## src/rtl/ram_word_display_if.sv

```systemverilog
// rtl/ram_word_display_if.sv - word-select read port between the viewer and the data RAM
interface ram_word_display_if;
  logic [3:0]  mem_choose;
  logic [31:0] chosen_data;

  // Viewer side: drives the word select, receives the combinational read data
  modport master (output mem_choose, input chosen_data);

  // RAM side: observes the word select, returns the selected word
  modport slave (input mem_choose, output chosen_data);
endinterface

```

## src/rtl/ram_word_display.sv

```systemverilog
// rtl/ram_word_display.sv - debounced address stepping and 8-digit hex viewer for a RAM word
module ram_word_display #(
  parameter int SCAN_DIV   = 100000,
  parameter int DEB_CYCLES = 200000,
  parameter int AUTO_DIV   = 50000000
) (
  input  logic                  clk,
  input  logic                  rst,
  input  logic                  btn_inc,
  input  logic                  btn_dec,
  input  logic                  auto_en,
  input  logic                  freeze,
  ram_word_display_if.master    ram,
  output logic [7:0]            an,
  output logic [6:0]            seg
);

  localparam int DW = (DEB_CYCLES > 1) ? $clog2(DEB_CYCLES + 1) : 1;
  localparam int SW = $clog2(SCAN_DIV);
  localparam int AW = $clog2(AUTO_DIV);

  localparam logic [DW-1:0] DEB_LAST  = DW'(DEB_CYCLES - 1);
  localparam logic [SW-1:0] SCAN_LAST = SW'(SCAN_DIV - 1);
  localparam logic [AW-1:0] AUTO_LAST = AW'(AUTO_DIV - 1);

  // Index 0 is the increment button, index 1 the decrement button
  logic [1:0]         btn_raw;
  logic [1:0]         sync1;
  logic [1:0]         sync2;
  logic [1:0]         deb_lvl;
  logic [1:0][DW-1:0] deb_cnt;
  logic [1:0]         flip_up;
  logic [1:0]         armed;
  logic [1:0]         press;
  logic [1:0]         settle_cnt;
  logic               settled;

  logic [AW-1:0]      auto_cnt;
  logic               tick;
  logic               step_up;
  logic               step_dn;

  logic [3:0]         addr;
  logic [31:0]        word;
  logic [SW-1:0]      scan_cnt;
  logic [2:0]         digit;
  logic [3:0]         nibble;

  assign btn_raw = {btn_dec, btn_inc};

  // Two-flop synchronisers for both raw buttons
  always_ff @(posedge clk) begin
    if (rst) begin
      sync1 <= 2'b00;
      sync2 <= 2'b00;
    end else begin
      sync1 <= btn_raw;
      sync2 <= sync1;
    end
  end

  // Counts the two edges after reset until sync2 reflects the real button level
  always_ff @(posedge clk) begin
    if (rst) begin
      settle_cnt <= 2'd0;
    end else if (!settled) begin
      settle_cnt <= settle_cnt + 2'd1;
    end
  end

  assign settled = (settle_cnt == 2'd2);

  // Debounce: count while synced level disagrees, flip the accepted level on reaching the limit
  always_ff @(posedge clk) begin
    if (rst) begin
      deb_lvl <= 2'b00;
      deb_cnt <= '0;
      armed   <= 2'b00;
    end else begin
      for (int i = 0; i < 2; i++) begin
        if (sync2[i] != deb_lvl[i]) begin
          if (deb_cnt[i] == DEB_LAST) begin
            deb_lvl[i] <= sync2[i];
            deb_cnt[i] <= '0;
          end else begin
            deb_cnt[i] <= deb_cnt[i] + 1'b1;
          end
        end else begin
          deb_cnt[i] <= '0;
        end
        // A button only becomes live once it has been seen released after reset,
        // so a press held through reset never yields an event.
        if (settled && !sync2[i]) begin
          armed[i] <= 1'b1;
        end
      end
    end
  end

  // Press pulse is the cycle in which the accepted level is about to go 0->1
  always_comb begin
    flip_up = 2'b00;
    press   = 2'b00;
    for (int i = 0; i < 2; i++) begin
      flip_up[i] = sync2[i] && !deb_lvl[i] && (deb_cnt[i] == DEB_LAST);
      press[i]   = flip_up[i] && armed[i];
    end
  end

  assign tick = auto_en && (auto_cnt == AUTO_LAST);

  // Auto-advance divider; held at zero when disabled and restarted by any press
  always_ff @(posedge clk) begin
    if (rst) begin
      auto_cnt <= '0;
    end else if (!auto_en || (press != 2'b00) || tick) begin
      auto_cnt <= '0;
    end else begin
      auto_cnt <= auto_cnt + 1'b1;
    end
  end

  assign step_up = press[0] || tick;
  assign step_dn = press[1];

  // Address register, stepped modulo 16; opposing requests cancel
  always_ff @(posedge clk) begin
    if (rst) begin
      addr <= 4'h0;
    end else if (step_up && !step_dn) begin
      addr <= addr + 4'h1;
    end else if (step_dn && !step_up) begin
      addr <= addr - 4'h1;
    end
  end

  assign ram.mem_choose = addr;

  // Word capture from the RAM port unless frozen
  always_ff @(posedge clk) begin
    if (rst) begin
      word <= 32'h0;
    end else if (!freeze) begin
      word <= ram.chosen_data;
    end
  end

  // Digit scan: each digit lit for SCAN_DIV cycles, index wraps 7 -> 0
  always_ff @(posedge clk) begin
    if (rst) begin
      scan_cnt <= '0;
      digit    <= 3'd0;
    end else if (scan_cnt == SCAN_LAST) begin
      scan_cnt <= '0;
      digit    <= digit + 3'd1;
    end else begin
      scan_cnt <= scan_cnt + 1'b1;
    end
  end

  assign an     = ~(8'b1 << digit);
  assign nibble = word[{digit, 2'b00} +: 4];

  // Hex-to-seven-segment decode, active-low {g,f,e,d,c,b,a}
  always_comb begin
    seg = 7'b1111111;
    case (nibble)
      4'h0: seg = 7'b1000000;
      4'h1: seg = 7'b1111001;
      4'h2: seg = 7'b0100100;
      4'h3: seg = 7'b0110000;
      4'h4: seg = 7'b0011001;
      4'h5: seg = 7'b0010010;
      4'h6: seg = 7'b0000010;
      4'h7: seg = 7'b1111000;
      4'h8: seg = 7'b0000000;
      4'h9: seg = 7'b0010000;
      4'hA: seg = 7'b0001000;
      4'hB: seg = 7'b0000011;
      4'hC: seg = 7'b1000110;
      4'hD: seg = 7'b0100001;
      4'hE: seg = 7'b0000110;
      4'hF: seg = 7'b0001110;
      default: seg = 7'b1111111;
    endcase
  end

endmodule

```

## src/flat_wrapper.sv

```systemverilog
// flat-port wrapper written by rule: the top's interface ports become plain ports
module ram_word_display_flat 
#(
  parameter int SCAN_DIV   = 100000,
  parameter int DEB_CYCLES = 200000,
  parameter int AUTO_DIV   = 50000000
)
  (clk, rst, btn_inc, btn_dec, auto_en, freeze, an, seg, ram_mem_choose, ram_chosen_data);
  ram_word_display_if ram_i ();
  input  logic clk;
  input  logic rst;
  input  logic btn_inc;
  input  logic btn_dec;
  input  logic auto_en;
  input  logic freeze;
  output logic [7:0] an;
  output logic [6:0] seg;
  output wire logic [$bits(ram_i.mem_choose)-1:0] ram_mem_choose;
  input wire logic [$bits(ram_i.chosen_data)-1:0] ram_chosen_data;
  assign ram_mem_choose = ram_i.mem_choose;
  assign ram_i.chosen_data = ram_chosen_data;
  ram_word_display #(.SCAN_DIV(SCAN_DIV), .DEB_CYCLES(DEB_CYCLES), .AUTO_DIV(AUTO_DIV)) u_core (.clk(clk), .rst(rst), .btn_inc(btn_inc), .btn_dec(btn_dec), .auto_en(auto_en), .freeze(freeze), .ram(ram_i), .an(an), .seg(seg));
endmodule
```

## config.mk

```make
export PLATFORM = sky130hd
export DESIGN_NAME = ram_word_display_flat
export DESIGN_NICKNAME = d
export VERILOG_FILES = /design/src/rtl/ram_word_display_if.sv /design/src/rtl/ram_word_display.sv /design/src/flat_wrapper.sv
export SDC_FILE = /design/constraint.sdc
export NUM_CORES = 1
export LEC_CHECK = 0
export CORE_ASPECT_RATIO = 1.25
export CORE_MARGIN = 5
export CORE_UTILIZATION = 57
export DETAILED_ROUTE_END_ITERATION = 16
export GPL_ROUTABILITY_DRIVEN = 0
export MAX_ROUTING_LAYER = met4
export PLACE_DENSITY = 0.78
export SETUP_SLACK_MARGIN = 0.1
export SLEW_MARGIN = 10
export SYNTH_ARGS = -nofsm -noshare
export SYNTH_HDL_FRONTEND = slang
export SYNTH_SLANG_ARGS = --single-unit
export TNS_END_PERCENT = 50
```

## constraint.sdc

```tcl
create_clock -name clk -period 2.99 [get_ports clk]
set_input_delay 0.598 -clock clk [delete_from_list [all_inputs] [get_ports clk]]
set_output_delay 0.598 -clock clk [all_outputs]
set_load 0.02 [all_outputs]
```

Word-level counts from Yosys, hierarchy flattened
Memories as Yosys holds them, arrays and structs flattened.
Index checks and enable logic that the tools add are counted.
- add/subtract/negate cells: 8
- equal/unequal tests: 7
- shifts and indexed selects: 2
- multiplexer cells: 2
- bitwise logic cells: 3
- reduce and logical (&&, ||, !) cells: 29
- operators by type and width (cell ; count):
    $add A18 B1 Y18 const B ; 2
    $eq A18 B18 Y1 const B ; 2
    $shiftx A32 B6 Y4 ; 1
    $add A26 B1 Y26 const B ; 1
    $eq A26 B26 Y1 const B ; 1
    $add A17 B1 Y17 const B ; 1
    $eq A17 B17 Y1 const B ; 1
    $logic_and A1 B1 Y1 ; 11
    $mux W4 ; 2
    $not A8 Y8 ; 1
    $shl A1 B3 Y8 const A ; 1
    $logic_not A1 Y1 ; 7
    $reduce_or A3 Y1 ; 2
    $add A4 B1 Y4 const B ; 1
    $reduce_and A2 Y1 ; 2
    $reduce_bool A2 Y1 ; 2
    $reduce_or A2 Y1 ; 2
    $sub A4 B1 Y4 const B ; 1
    $add A3 B1 Y3 const B ; 1
    $logic_or A1 B1 Y1 ; 3
    $add A2 B1 Y2 const B ; 1
    $eq A2 B2 Y1 const B ; 1
    $ne A1 B1 Y1 ; 2
    $not A1 Y1 ; 2
- flip-flop bits (word level): 128
- ROM bits: 112
- input port bits: 38
- output and inout bits: 19
- word-level logic and storage cells: 66
- memories: 1
- memory list (memory ; depth ; width ; rd ports ; clocked after Yosys merged registers in ; wr ports ; RTL line ; source):
    (no name shown) ; 16 ; 7 ; 1 ; 0 ; 0 ; ram_word_display.sv:167 ; case (nibble)

Depth between registers and ports, before layout
- depth after elaboration: 9
- depth in mapped cells: 12
- gate-level depth less buffers: 12

Worst setup path after synthesis
Ideal clock, no wire load.
- kind: register to output
- start: register u_core.digit[0]
- end: output port seg[6]
- arrival: 2.183 ns
- data required time: 2.392 ns
- setup slack: 0.209 ns
- cell stages (with the launch flop): 10
- path buffers: 1
- cells stage by stage: dfxtp_1 > buf_6 > mux4_1 > mux2i_1 > inv_1 > ha_1 > inv_1 > nor2_1 > a21oi_1 > o21ai_0
- cells in the longest elaborated chain, start to end: 2
- ends and longest elaborated chain (item ; RTL line ; source):
    start: declaration ; ram_word_display.sv:46 ; logic [2:0] digit;
    start signal: assignment ; ram_word_display.sv:155 ; digit <= digit + 3'd1;
    $shiftx A32 B6 Y4 ; ram_word_display.sv:162 ; assign nibble = word[{digit, 2'b00} +: 4];
    $mem_v2 Z16 W7 ; - ;
    end: declaration ; flat_wrapper.sv:17 ; output logic [6:0] seg;
Every way passes these cells.

Final worst setup path
- start: register u_core.digit[0]
- end: output port seg[0]
Same word-level chain as after synthesis.

==> reports/results.tsv <==
metric	value	unit
critPathKind	reg2out	
synth_edf_count	0	
rsz0062_at_grt	yes	
fp-row-count	41	
p_sw	914.1	uW
slowest_delay	0.51	ns
critPathArrivalTime	2.38	ns
tritoncts	yes	
reg2reg_to	u_core.ram.mem_choose[3]	
total_power	4.133	mW
ir_worst_vdd	0.0004332	V
hpwl	8739	um
hold_path_end	u_core.sync2[1]	
num_vias	4752	
drive_gt1_frac	0.1328	
worstHoldStart	u_core.sync1[1]	
multiInputGateArea	3221	sq um
die_w	101.4	um
nFillCells	741	
coreArea	10160	sq um
final_cell_mix	134 x nor2_1, 127 x dfxtp_1, 46 x clkdlybuf4s50_1, 40 x mux2i_1, 36 x xor2_1	
syn_nets	708	
cap_violations	0	
relSlewSlack	0.3721	
syn_area_per_cell	9.199	sq um
finalCriticalPeriod	2.981	ns
grt_overflow	0	
setup_violations	0	
crit_fanout	6	
comb_power_share	0.072	
final_net_count	786	
seq_area	2566	sq um
dr.pass1.iters	4	
clockBufferDepth	2	
numClockSinks	128	
grt_antenna_before_repair	0	
synthFlopType	dfxtp_1	
syn_inst	647	
post_drt_via_cell_ratio	5.481	
io_buffer_count	56	
worst_slack	0.009036	ns
internal_power	3.219	mW
track_usage	0.2158	
globalRouteMet3Util	0.04930	
timing.final.crit_share	0.9970	
worst_pin_slew	0.9418	ns
chipHeight	124.3	um
n_antenna_cell	0	
outcome	finished, final reports clean	
io-pin-count	57	
critPathSlowestCell	mux4_2	
netlist.area_leader.share	0.4305	
h-tree-depth	4	
p_per_area	561.1	nW/um^2
drc	0	
floorplan.initialDensity	0.5860	
switching_share	0.2212	
grt_pass1_wl	21740	um
final_hold_viol_count	0	
r2r_slack	0.13	ns
finalCoreUtilization	0.7252	
p_leak	2.771	nW
antenna_left	0	
slew_viol_final	0	
yosys_warnings	0	
drt-total-wl	12960	um
timing.fmax	335.5	MHz
synth_seq_cells	128	
first_global_vias	4730	
yosys.area.top_type	dfxtp_1	
path_clk_slew	0.06	ns
timing.rr.start	u_core.deb_cnt[9]	
met2_usage	0.3633	
dieArea	12600	sq um
cts_made_buffers	17	
cp_cell_sequence	buf_6 -> mux4_2 -> mux2_4 -> and2_4 -> a22oi_2 -> o31ai_2 -> buf_4	
required	2.39	ns
final_common_cell	nor2_1	
synthArstFlopShare	0	
synth-seq-area-share	0.4305	
seqPwrFrac	0.434	
ys_types	49	
finClkSkew	0.005895	ns
hold_path.class	reg2reg	
clockPowerShare	0.493	
cp-start-kind	register	
grt_max_degree	39	
synth.area.top_cells	dfxtp_1 43%, nor2_1 8.5%, mux2i_1 6.9%	
drt_iter0_markers	188	
worstSkewPairLatency	0.41	ns
place_ws	-0.2410	ns
hold_depth	1	
rr_worst_depth	12	
cts_root_buffer	clkbuf_16	
syn_area	5952	sq um
met1_usage	0.2510	
area_growth_syn_to_layout	23.75	%
avgRoutedWirePerCell	14.94	um
crit_path_end_kind	primary output	
busiest_layer	met2	
==> cell families after synthesis <==
group	after synthesis	synth area share
flip-flops	128	0.4305
buffers and inverters	47	0.03405
adder cells (fa/ha/maj)	23	0.04961
multiplexers	52	0.1099
AND/OR/NAND/NOR	293	0.2373
AO/OA/AOI/OAI	34	0.03553
XOR/XNOR	70	0.1030
==> power by group through the flow <==
stage	Sequential [mW]	Clock [mW]	Combinational [mW]
after floorplan	1.82	0	0.186
after global placement	1.83	0	0.279
after detailed placement	1.83	0	0.289
after CTS	1.80	2.05	0.296
after global routing	1.80	2.15	0.340
final	1.80	2.04	0.300
==> Yosys cell counts (2+ instances only) <==
cell type / number
a21oi_1: 13
a22o_1: 3
and3_1: 7
and4_1: 8
buf_1: 6
buf_2: 3
buf_4: 4
clkbuf_1: 8
dfxtp_1: 128
ha_1: 22
inv_1: 24
mux2i_1: 41
mux4_1: 4
mux4_2: 4
nand2_1: 33
nand3_1: 34
nand4_1: 18
nor2_1: 135
nor2b_1: 6
nor3_1: 16
nor4_1: 9
nor4b_1: 4
nor4bb_1: 3
o21a_1: 2
o21ai_0: 10
or2_2: 3
or3_1: 9
xnor2_1: 34
xor2_1: 36
==> critical path, delay by kind of cell, from the launching register on <==
family / cells / cell delay (ns)
compound gates: 2 / 0.30
buf+inv: 2 / 0.29
flops: 1 / 0.41
mux: 2 / 0.81
simple gates: 1 / 0.16
==> state kept, by name, summed over array words and instances, names as in the netlist <==
| signal | cells |
|---|---|
| u_core.settle_cnt | 2 |
| u_core.sync2 | 2 |
| u_core.scan_cnt | 17 |
| u_core.digit | 3 |
| u_core.sync1 | 2 |
| u_core.word | 32 |
| u_core.deb_lvl | 2 |
| u_core.auto_cnt | 26 |
| u_core.deb_cnt | 36 |
| u_core.armed | 2 |
| u_core.ram.mem_choose | 4 |
==> worst max-delay path by stage <==
| stage | start | endpoint | depth (start not counted) |
|---|---|---|---|
| detailed placement | auto_en | u_core.ram.mem_choose[3] | 12 |
| floorplan | u_core.digit[0] | seg[6] | 9 |
| global route | u_core.digit[0] | seg[3] | 9 |
| CTS | u_core.digit[0] | seg[0] | 7 |
| global placement | auto_en | u_core.ram.mem_choose[3] | 12 |
| finish | u_core.digit[0] | seg[0] | 7 |
==> per-stage QoR <==
| stage | instance area (sq um) | hold slack, ns | instances | TNS [ns] |
|---|---|---|---|---|
| global placement | 6698 | 0.4172 | 829 | -0.5989 |
| detailed placement | 6698 | 0.4228 | 829 | -1.218 |
| CTS | 7297 | 0.4357 | 864 | 0 |
| floorplan | 5952 | 0.4138 | 647 | 0 |
| global route | 7366 | 0.4594 | 867 | -0.5066 |
| finish | 7366 | 0.4338 | 867 | 0 |
==> layer usage <==
layer	wire length (um)	part of all wire	up-vias
met5	0	0	-
met3	436	0.034	17
met2	6859	0.53	92
li1	-	-	2367
met1	5452	0.42	2276
met4	209	0.016	0
==> repair_timing <==
action	in CTS	in global routing
pin swaps	3	5
resized for setup	49	16
hold buffers	0	0
setup endpoints to repair	8	9
gates cloned	1	0
setup buffers	2	3
==> cell type report <==
cell class | instances | share of cell area
Clock inverter | 11 | 0.01902
Clock buffer | 21 | 0.05979
Timing Repair Buffer | 81 | 0.1009
Multi-Input combinational cell | 472 | 0.4372
Tap cell | 129 | 0.02191
Sequential cell | 128 | 0.3484
Inverter | 25 | 0.01274
(Power assumes the default switching activity.)
